<file path="config.mk">
export PLATFORM = sky130hd
export DESIGN_NAME = seq_pattern_gen
export DESIGN_NICKNAME = d
export VERILOG_FILES = /design/src/rtl/seq_pattern_gen.sv
export SDC_FILE = /design/constraint.sdc
export NUM_CORES = 1
export LEC_CHECK = 0
export CAP_MARGIN = 20
export CORE_MARGIN = 2
export CORE_UTILIZATION = 55
export DETAILED_ROUTE_END_ITERATION = 8
export GPL_TIMING_DRIVEN = 0
export HOLD_SLACK_MARGIN = 0.02
export PLACE_DENSITY = 0.79
export SLEW_MARGIN = 25
export SYNTH_ARGS = -nofsm -noshare
export SYNTH_HDL_FRONTEND = slang
export SYNTH_SLANG_ARGS = --single-unit
</file>
<file path="constraint.sdc">
create_clock -name clk -period 2.6 [get_ports clk]
set_input_delay 0.26 -clock clk [delete_from_list [all_inputs] [get_ports clk]]
set_output_delay 0.26 -clock clk [all_outputs]
set_load 0.1 [all_outputs]
</file>
<file path="src/rtl/seq_pattern_gen.sv">
// Serial pattern transmitter: shifts a loaded word out LSB-first on w, optionally looping,
// and predicts the paired run-length detector output on z_exp one cycle behind the stream.
module seq_pattern_gen #(
   parameter int MAX_LEN = 16,
   parameter int RUN_LEN = 4,
   parameter int LEN_W   = 5
) (
   input  logic               clk,
   input  logic               reset,
   input  logic               load_valid,
   output logic               load_ready,
   input  logic [MAX_LEN-1:0] load_data,
   input  logic [LEN_W-1:0]   load_len,
   input  logic               load_repeat,
   input  logic               stop,
   output logic               w,
   output logic               w_valid,
   output logic               busy,
   output logic               z_exp,
   output logic               done
);

   localparam int RUN_W = $clog2(RUN_LEN + 1);
   localparam logic [LEN_W-1:0] MAX_LEN_L = LEN_W'(MAX_LEN);
   localparam logic [RUN_W-1:0] RUN_MAX   = RUN_W'(RUN_LEN);

   typedef enum logic {S_IDLE, S_SHIFT} state_t;

   state_t             state_q;
   logic [MAX_LEN-1:0] sh_q;
   logic [MAX_LEN-1:0] pat_q;
   logic [LEN_W-1:0]   len_q;
   logic [LEN_W-1:0]   cnt_q;
   logic               rep_q;
   logic               stop_q;
   logic               w_q;
   logic               wv_q;
   logic               busy_q;
   logic               rdy_q;
   logic               done_q;
   logic               z_q;
   logic               prev_q;
   logic [RUN_W-1:0]   run_q;

   logic [LEN_W-1:0]   len_d;
   logic [RUN_W-1:0]   run_d;
   logic               stop_d;
   logic               last_bit;

   always_comb begin
      len_d    = (load_len > MAX_LEN_L) ? MAX_LEN_L : load_len;
      stop_d   = stop_q | stop;
      last_bit = (cnt_q + LEN_W'(1)) == len_q;
      // Run length of the stream including the bit currently on w
      run_d    = '0;
      if (wv_q) begin
         if (run_q != '0 && w_q == prev_q) begin
            run_d = (run_q == RUN_MAX) ? RUN_MAX : run_q + RUN_W'(1);
         end else begin
            run_d = RUN_W'(1);
         end
      end
   end

   always_ff @(posedge clk) begin
      if (reset) begin
         state_q <= S_IDLE;
         sh_q    <= '0;
         pat_q   <= '0;
         len_q   <= '0;
         cnt_q   <= '0;
         rep_q   <= 1'b0;
         stop_q  <= 1'b0;
         w_q     <= 1'b0;
         wv_q    <= 1'b0;
         busy_q  <= 1'b0;
         rdy_q   <= 1'b1;
         done_q  <= 1'b0;
         z_q     <= 1'b0;
         prev_q  <= 1'b0;
         run_q   <= '0;
      end else begin
         run_q  <= run_d;
         prev_q <= w_q;
         z_q    <= (run_d == RUN_MAX);
         case (state_q)
            S_IDLE: begin
               done_q <= 1'b0;
               wv_q   <= 1'b0;
               if (load_valid && rdy_q) begin
                  if (len_d == '0) begin
                     done_q <= 1'b1;
                  end else begin
                     state_q <= S_SHIFT;
                     sh_q    <= load_data >> 1;
                     pat_q   <= load_data;
                     len_q   <= len_d;
                     rep_q   <= load_repeat;
                     cnt_q   <= '0;
                     stop_q  <= 1'b0;
                     w_q     <= load_data[0];
                     wv_q    <= 1'b1;
                     busy_q  <= 1'b1;
                     rdy_q   <= 1'b0;
                  end
               end
            end
            S_SHIFT: begin
               if (!last_bit) begin
                  w_q    <= sh_q[0];
                  sh_q   <= sh_q >> 1;
                  cnt_q  <= cnt_q + LEN_W'(1);
                  stop_q <= stop_d;
               end else if (rep_q && !stop_d) begin
                  w_q    <= pat_q[0];
                  sh_q   <= pat_q >> 1;
                  cnt_q  <= '0;
                  stop_q <= 1'b0;
               end else begin
                  state_q <= S_IDLE;
                  stop_q  <= 1'b0;
                  wv_q    <= 1'b0;
                  busy_q  <= 1'b0;
                  rdy_q   <= 1'b1;
                  done_q  <= 1'b1;
               end
            end
            default: state_q <= S_IDLE;
         endcase
      end
   end

   assign load_ready = rdy_q;
   assign w          = w_q;
   assign w_valid    = wv_q;
   assign busy       = busy_q;
   assign z_exp      = z_q;
   assign done       = done_q;

endmodule

</file>
After elaboration in Yosys (flattened, before gate mapping)
Cells that the tools add are included.
{"block": "word_totals", "register_bits": 55, "in_bits": 26, "wordCells": 81, "out_inout_bits": 6}
{"block": "classes", "n_addsub": 2, "reduce_logical": 11, "n_lt_le_gt_ge": 1, "n_bitwise": 3, "mux": 40, "n_eq_ne": 9}
{"operator": "$mux 16", "count": 4}
{"operator": "$pmux 16 s2", "count": 1}
{"operator": "$mux 5", "count": 5}
{"operator": "$mux 1", "count": 19}
{"operator": "$pmux 1 s2", "count": 7}
{"operator": "$pmux 5 s2", "count": 1}
{"operator": "$mux 3", "count": 3}
{"operator": "$eq 3x3->1 const B", "count": 2}
{"operator": "$ne 2x2->1 const B", "count": 3}
{"operator": "$reduce_and 3->1", "count": 2}
{"operator": "$add 5x1->5 const B", "count": 1}
{"operator": "$eq 5x5->1", "count": 1}
{"operator": "$gt 5x5->1 const B", "count": 1}
{"operator": "$logic_not 5->1", "count": 1}
{"operator": "$reduce_and 2->1", "count": 2}
{"operator": "$reduce_and 4->1", "count": 1}
{"operator": "$add 3x1->3 const B", "count": 1}
{"operator": "$logic_and 1x1->1", "count": 3}
{"operator": "$ne 3x2->1 const B", "count": 1}
{"operator": "$reduce_bool 3->1", "count": 1}
{"operator": "$ne 2x1->1 const B", "count": 1}
{"operator": "$not 1->1", "count": 2}
{"operator": "$eq 1x1->1", "count": 1}
{"operator": "$logic_not 1->1", "count": 1}
{"operator": "$or 1x1->1", "count": 1}

Logic depth before layout (Yosys ltp)
{"block": "logic_depth", "word_depth": 6, "depth_mapped": 9, "ltp_nobuf": 7}

Least setup slack after synthesis
No wires, ideal clock.
{"block": "synth_path", "kind": "reg-to-reg", "start": "register rdy_q (netlist: load_ready)", "end": "register sh_q[10]", "period_less_slack_ns": 2.379, "slack_ns": 0.221, "stages_incl_launch_ff": 8, "path_buffers": 3, "required_ns": 2.513, "arrival_time_ns": 2.292, "setup_ns": 0.087, "cell_sequence": "dfxtp_1 > o211ai_2 > or2_2 > buf_6 > and2_4 > buf_6 > buf_8 > a221oi_2"}
{"block": "synth_via", "elab_chain_cells": 3}
{"element": "start: declaration", "line_no": "39", "source": "logic rdy_q;"}
{"element": "start signal: assignment", "line_no": "77", "source": "rdy_q <= 1'b1;"}
{"element": "start signal: assignment", "line_no": "104", "source": "rdy_q <= 1'b0;"}
{"element": "start signal: assignment", "line_no": "124", "source": "rdy_q <= 1'b1;"}
{"element": "$logic_and 1x1->1", "line_no": "90", "source": "if (load_valid && rdy_q) begin"}
{"element": "$ne 2x2->1 (no source line)"}
{"element": "$reduce_and 3->1 (no source line)"}
{"element": "end signal: assignment", "line_no": "95", "source": "sh_q <= load_data >> 1;"}
{"element": "end signal: assignment", "line_no": "111", "source": "sh_q <= sh_q >> 1;"}
{"element": "end signal: assignment", "line_no": "116", "source": "sh_q <= pat_q >> 1;"}
{"element": "end: declaration", "line_no": "30", "source": "logic [MAX_LEN-1:0] sh_q;"}
No other way between the ends.
A chain may end at the register's enable or synchronous reset.

Worst setup path in the final report
{"block": "layout_path", "start": "register cnt_q[0]", "end": "register sh_q[3]"}
{"block": "layout_via", "elab_chain_cells": 4, "elab_cells_between_ends": 6, "classes_between": "1 x add/sub; 2 x eq/ne; 2 x mux; 1 x reduce/logical"}
{"element": "start: declaration", "line_no": "33", "source": "logic [LEN_W-1:0] cnt_q;"}
{"element": "start signal: assignment", "line_no": "112", "source": "cnt_q <= cnt_q + LEN_W'(1);"}
{"element": "$add 5x1->5 (*)", "line_no": "53", "source": "last_bit = (cnt_q + LEN_W'(1)) == len_q;"}
{"element": "$eq 5x5->1 (*)", "line_no": "53"}
{"element": "$ne 3x2->1 (no source line) / $mux 16 (equally long branches)"}
{"element": "$reduce_and 3->1 (no source line) / $pmux 16 s2 (equally long branches)"}
Every way passes the cells marked *; elsewhere a longest branch is shown, timed or not.

==> metrics.txt <==
share of cells above drive strength 1 11.3%; Total Routing Usage GR 23.6%; PnR worst setup slack 227 ps; Largest delay share family, worst path compound AO/OA/AOI/OAI gates; Post-Route Utilization 65.8%; CTS tree built; core area 4690 µm²; DR vias/cell 5.63; Max-cap violations 0; Setup crit start kind flip-flop; post-DP HPWL approximately 4.3 mm; IO Port Bufs 30; area leader, netlist dfxtp_1; Worst-Margin Slew 967 ps; pre-CTS WS 124 ps; Critical-path top delay cell clkbuf_1; Data arrival, critical path around 2500 ps; leakage 1.08 nW; Seq pwr share 48.8%; TritonRoute pass-1 iters 4; TritonCTS buffer count 5; Slew HR 35.4%; Synth cell types 44; DRT iter0 DRCs 142; Sink Count 54; Worst Path Required 2770 ps; outcome finished clean; CTS H-tree depth 2; minimum clock period 2370 ps; n_diodes 0; Setup TNS Final 0 ps; Avg Synthesized Cell Area around 8.3 µm²; Sw Ratio approximately a third; Hold WC Path Type in -> reg; Int Pwr approximately 1.3 mW; Setup Skew around 7.8 ps; area grow syn2layout 16.8%; worst hold stages 3; critical setup path kind reg -> reg; Slew Limit Fails 0; Net count, final 383; CTS Root Buffer Type clkbuf_8; crit-path max FO 10; Reg-to-Reg End sh_q[3]; combinational power share 28.1%; Net Sw Power around 0.65 mW; mapped cell area 2640 µm²; Tcrit/Tclk final 91.3%; worst-skew pair later-pin latency 310 ps; Initial Util 56.3%; critical path's most frequent cell a221oi_2; Max Freq between 400 and 500 MHz; register area share after synthesis 40.9%; Ports 32; average wire per standard cell around 15 µm; Final Wtd Congestion roughly 0.80; initial antenna violation count 0; Setup Viol. Count Final 0; Synth Warn # 0; clock transition at the registers of the reported paths around 90 ps; Die Width 73.3 µm; share of the synthesized area in the top cell type 40.9%; leading post-synthesis cells by cell area dfxtp_1 (41%), a221oi_2 (9.1%), nand2_1 (8.5%); Worst Hold Launch reset; # resized after CTS 0; Final Power 1.96 mW; Routed Antenna Nets 0; vias in the first global route 2,112; CP bufs+invs 1; FF-to-FF setup slack 230 ps; clock network fraction of total power a little under a quarter; Cell Rows 25; critical path cell sequence ha_1 > xnor2_1 > a221oi_2 > o211ai_2 > clkbuf_1 > nor2_1 > a31oi_1 > a221oi_2; total congestion overflow 0; Setup Buffers After CTS 0; pwr dens 634 nW/µm²; worst r2r src cnt_q[0]; final hold vios 0; Peak supply drop 461 µV; die span in y 73.3 µm; Post-Syn Nets around 350; Crit. End Element flip-flop; global-route wire length before repair 9.88 mm; Synth Register Bits 54; hold path endpoint busy; vias about 2,300; Post-route DRC 0; Worst Reg-to-Reg Cells 8; worst stage delay on the critical path 430 ps; die outline area between 5000 and 6000 µm²; hold buffers post-CTS 0; Total Wirelength approximately 6.1 mm; Longest Clk Path Bufs 2; RSZ-0062 raised after global routing no; largest net degree at the start of global routing 15; post-synthesis cell count 317
-- Yosys cell counts --
library cell	n
o32ai_1	1
clkbuf_1	15
xnor3_1	1
nand2_1	60
buf_8	1
nand3b_1	7
o21ai_1	1
nor2b_1	1
nor3_1	2
or2_2	1
o211ai_1	1
o21ba_2	1
ha_1	3
xnor2_1	5
or4_4	1
and3_1	1
mux2i_1	1
a221oi_2	16
xor2_1	4
buf_2	3
o21bai_1	1
o31ai_2	1
nand3_1	2
buf_4	4
and2_1	1
buf_6	2
or2b_1	1
nor3b_1	1
dfxtp_1	54
or4_1	1
nand2_2	1
inv_1	19
o21ai_0	19
a221oi_1	1
o211ai_2	2
a31oi_1	15
a21oi_1	26
and2_4	1
a32oi_1	3
a21o_1	2
nand2b_1	3
nor2_1	29
a22oi_1	1
or3b_2	1
-- power by group through the flow --
stage	clock network, mW	registers [mW]	logic, mW
final	0.450	0.955	0.550
after global routing	0.480	0.964	0.595
after CTS	0.456	0.954	0.548
after detailed placement	0	0.973	0.546
after global placement	0	0.970	0.537
after floorplan	0	1.02	0.343
-- flip-flops by register name, indices dropped and copies added (netlist names) --
signal,count
busy,1
cnt_q,5
done,1
len_q,5
load_ready,1
pat_q,16
prev_q,1
rep_q,1
run_q,3
sh_q,15
state_q,1
stop_q,1
w,1
w_valid,1
z_exp,1
-- worst reg2reg max path: stages (launching register included) --
cell and delay (ps):
dfxtp_1 360, ha_1 260, xnor2_1 300, a221oi_2 130, o211ai_2 340, clkbuf_1 430
nor2_1 120, a31oi_1 210, a221oi_2 90
-- cell families (layout without fill, tap and decap cells) --
logic type,after synthesis,in the layout,synth area share (%)
multiplexers,1,1,0.379
XOR/XNOR,10,10,3.84
adder cells (fa/ha/maj),3,3,1.42
flip-flops,54,54,40.9
AO/OA/AOI/OAI,91,91,26.2
AND/OR/NAND/NOR,114,114,19.2
buffers and inverters,44,81,7.96
-- worst max-delay path by stage --
| stage | from | depth (start not counted) | to | slack (ps) |
|---|---|---|---|---|
| global route | cnt_q[0] | 8 | sh_q[10] | 50 |
| finish | cnt_q[0] | 8 | sh_q[3] | 230 |
| floorplan | load_ready | 7 | sh_q[10] | 220 |
| CTS | cnt_q[0] | 8 | sh_q[3] | 250 |
| detailed placement | load_len[1] | 9 | sh_q[10] | 120 |
| global placement | load_len[1] | 9 | sh_q[11] | 150 |
-- per-layer routing --
metal	vias up	GRT usage, %	part of all wire [%]	routed length [µm]
met1	1077	31.8	48	2920
met5	-	0	0	0
met2	51	38.1	46	2800
li1	1161	-	-	-
met3	6	5.49	4.7	283
met4	0	6.67	1.3	78
-- stage by stage --
step           cell area [µm²]  hold slack (ps)  cells
5_1_grt                   3090              479    408
3_5_place_dp              3010              448    401
4_1_cts                   3090              423    408
3_3_place_gp              3010              442    401
2_1_floorplan             2640              396    317
6_report                  3090              439    408
-- layout by cell type (no fill, tap or decap), drive strengths merged, types with 2 or more instances in the layout --
master / n
a21o: 2
a21oi: 26
a221oi: 17
a31oi: 15
a32oi: 3
and2: 2
buf: 10
clkbuf: 22
clkdlybuf4s50: 30
dfxtp: 54
ha: 3
inv: 19
nand2: 61
nand2b: 3
nand3: 2
nand3b: 7
nor2: 29
nor3: 2
o211ai: 3
o21ai: 20
or4: 2
xnor2: 5
xor2: 4
-- cell type report --
| type | count | area [µm²] |
|---|---|---|
| Fill cell | 416 | 1610 |
| Multi-Input combinational cell | 219 | 1350 |
| Sequential cell | 54 | 1080 |
| Timing Repair Buffer | 30 | 300 |
| Buffer | 25 | 139 |
| Clock buffer | 7 | 76.3 |
| Inverter | 19 | 71.3 |
| Tap cell | 54 | 67.6 |
(Power assumes the default switching activity.)
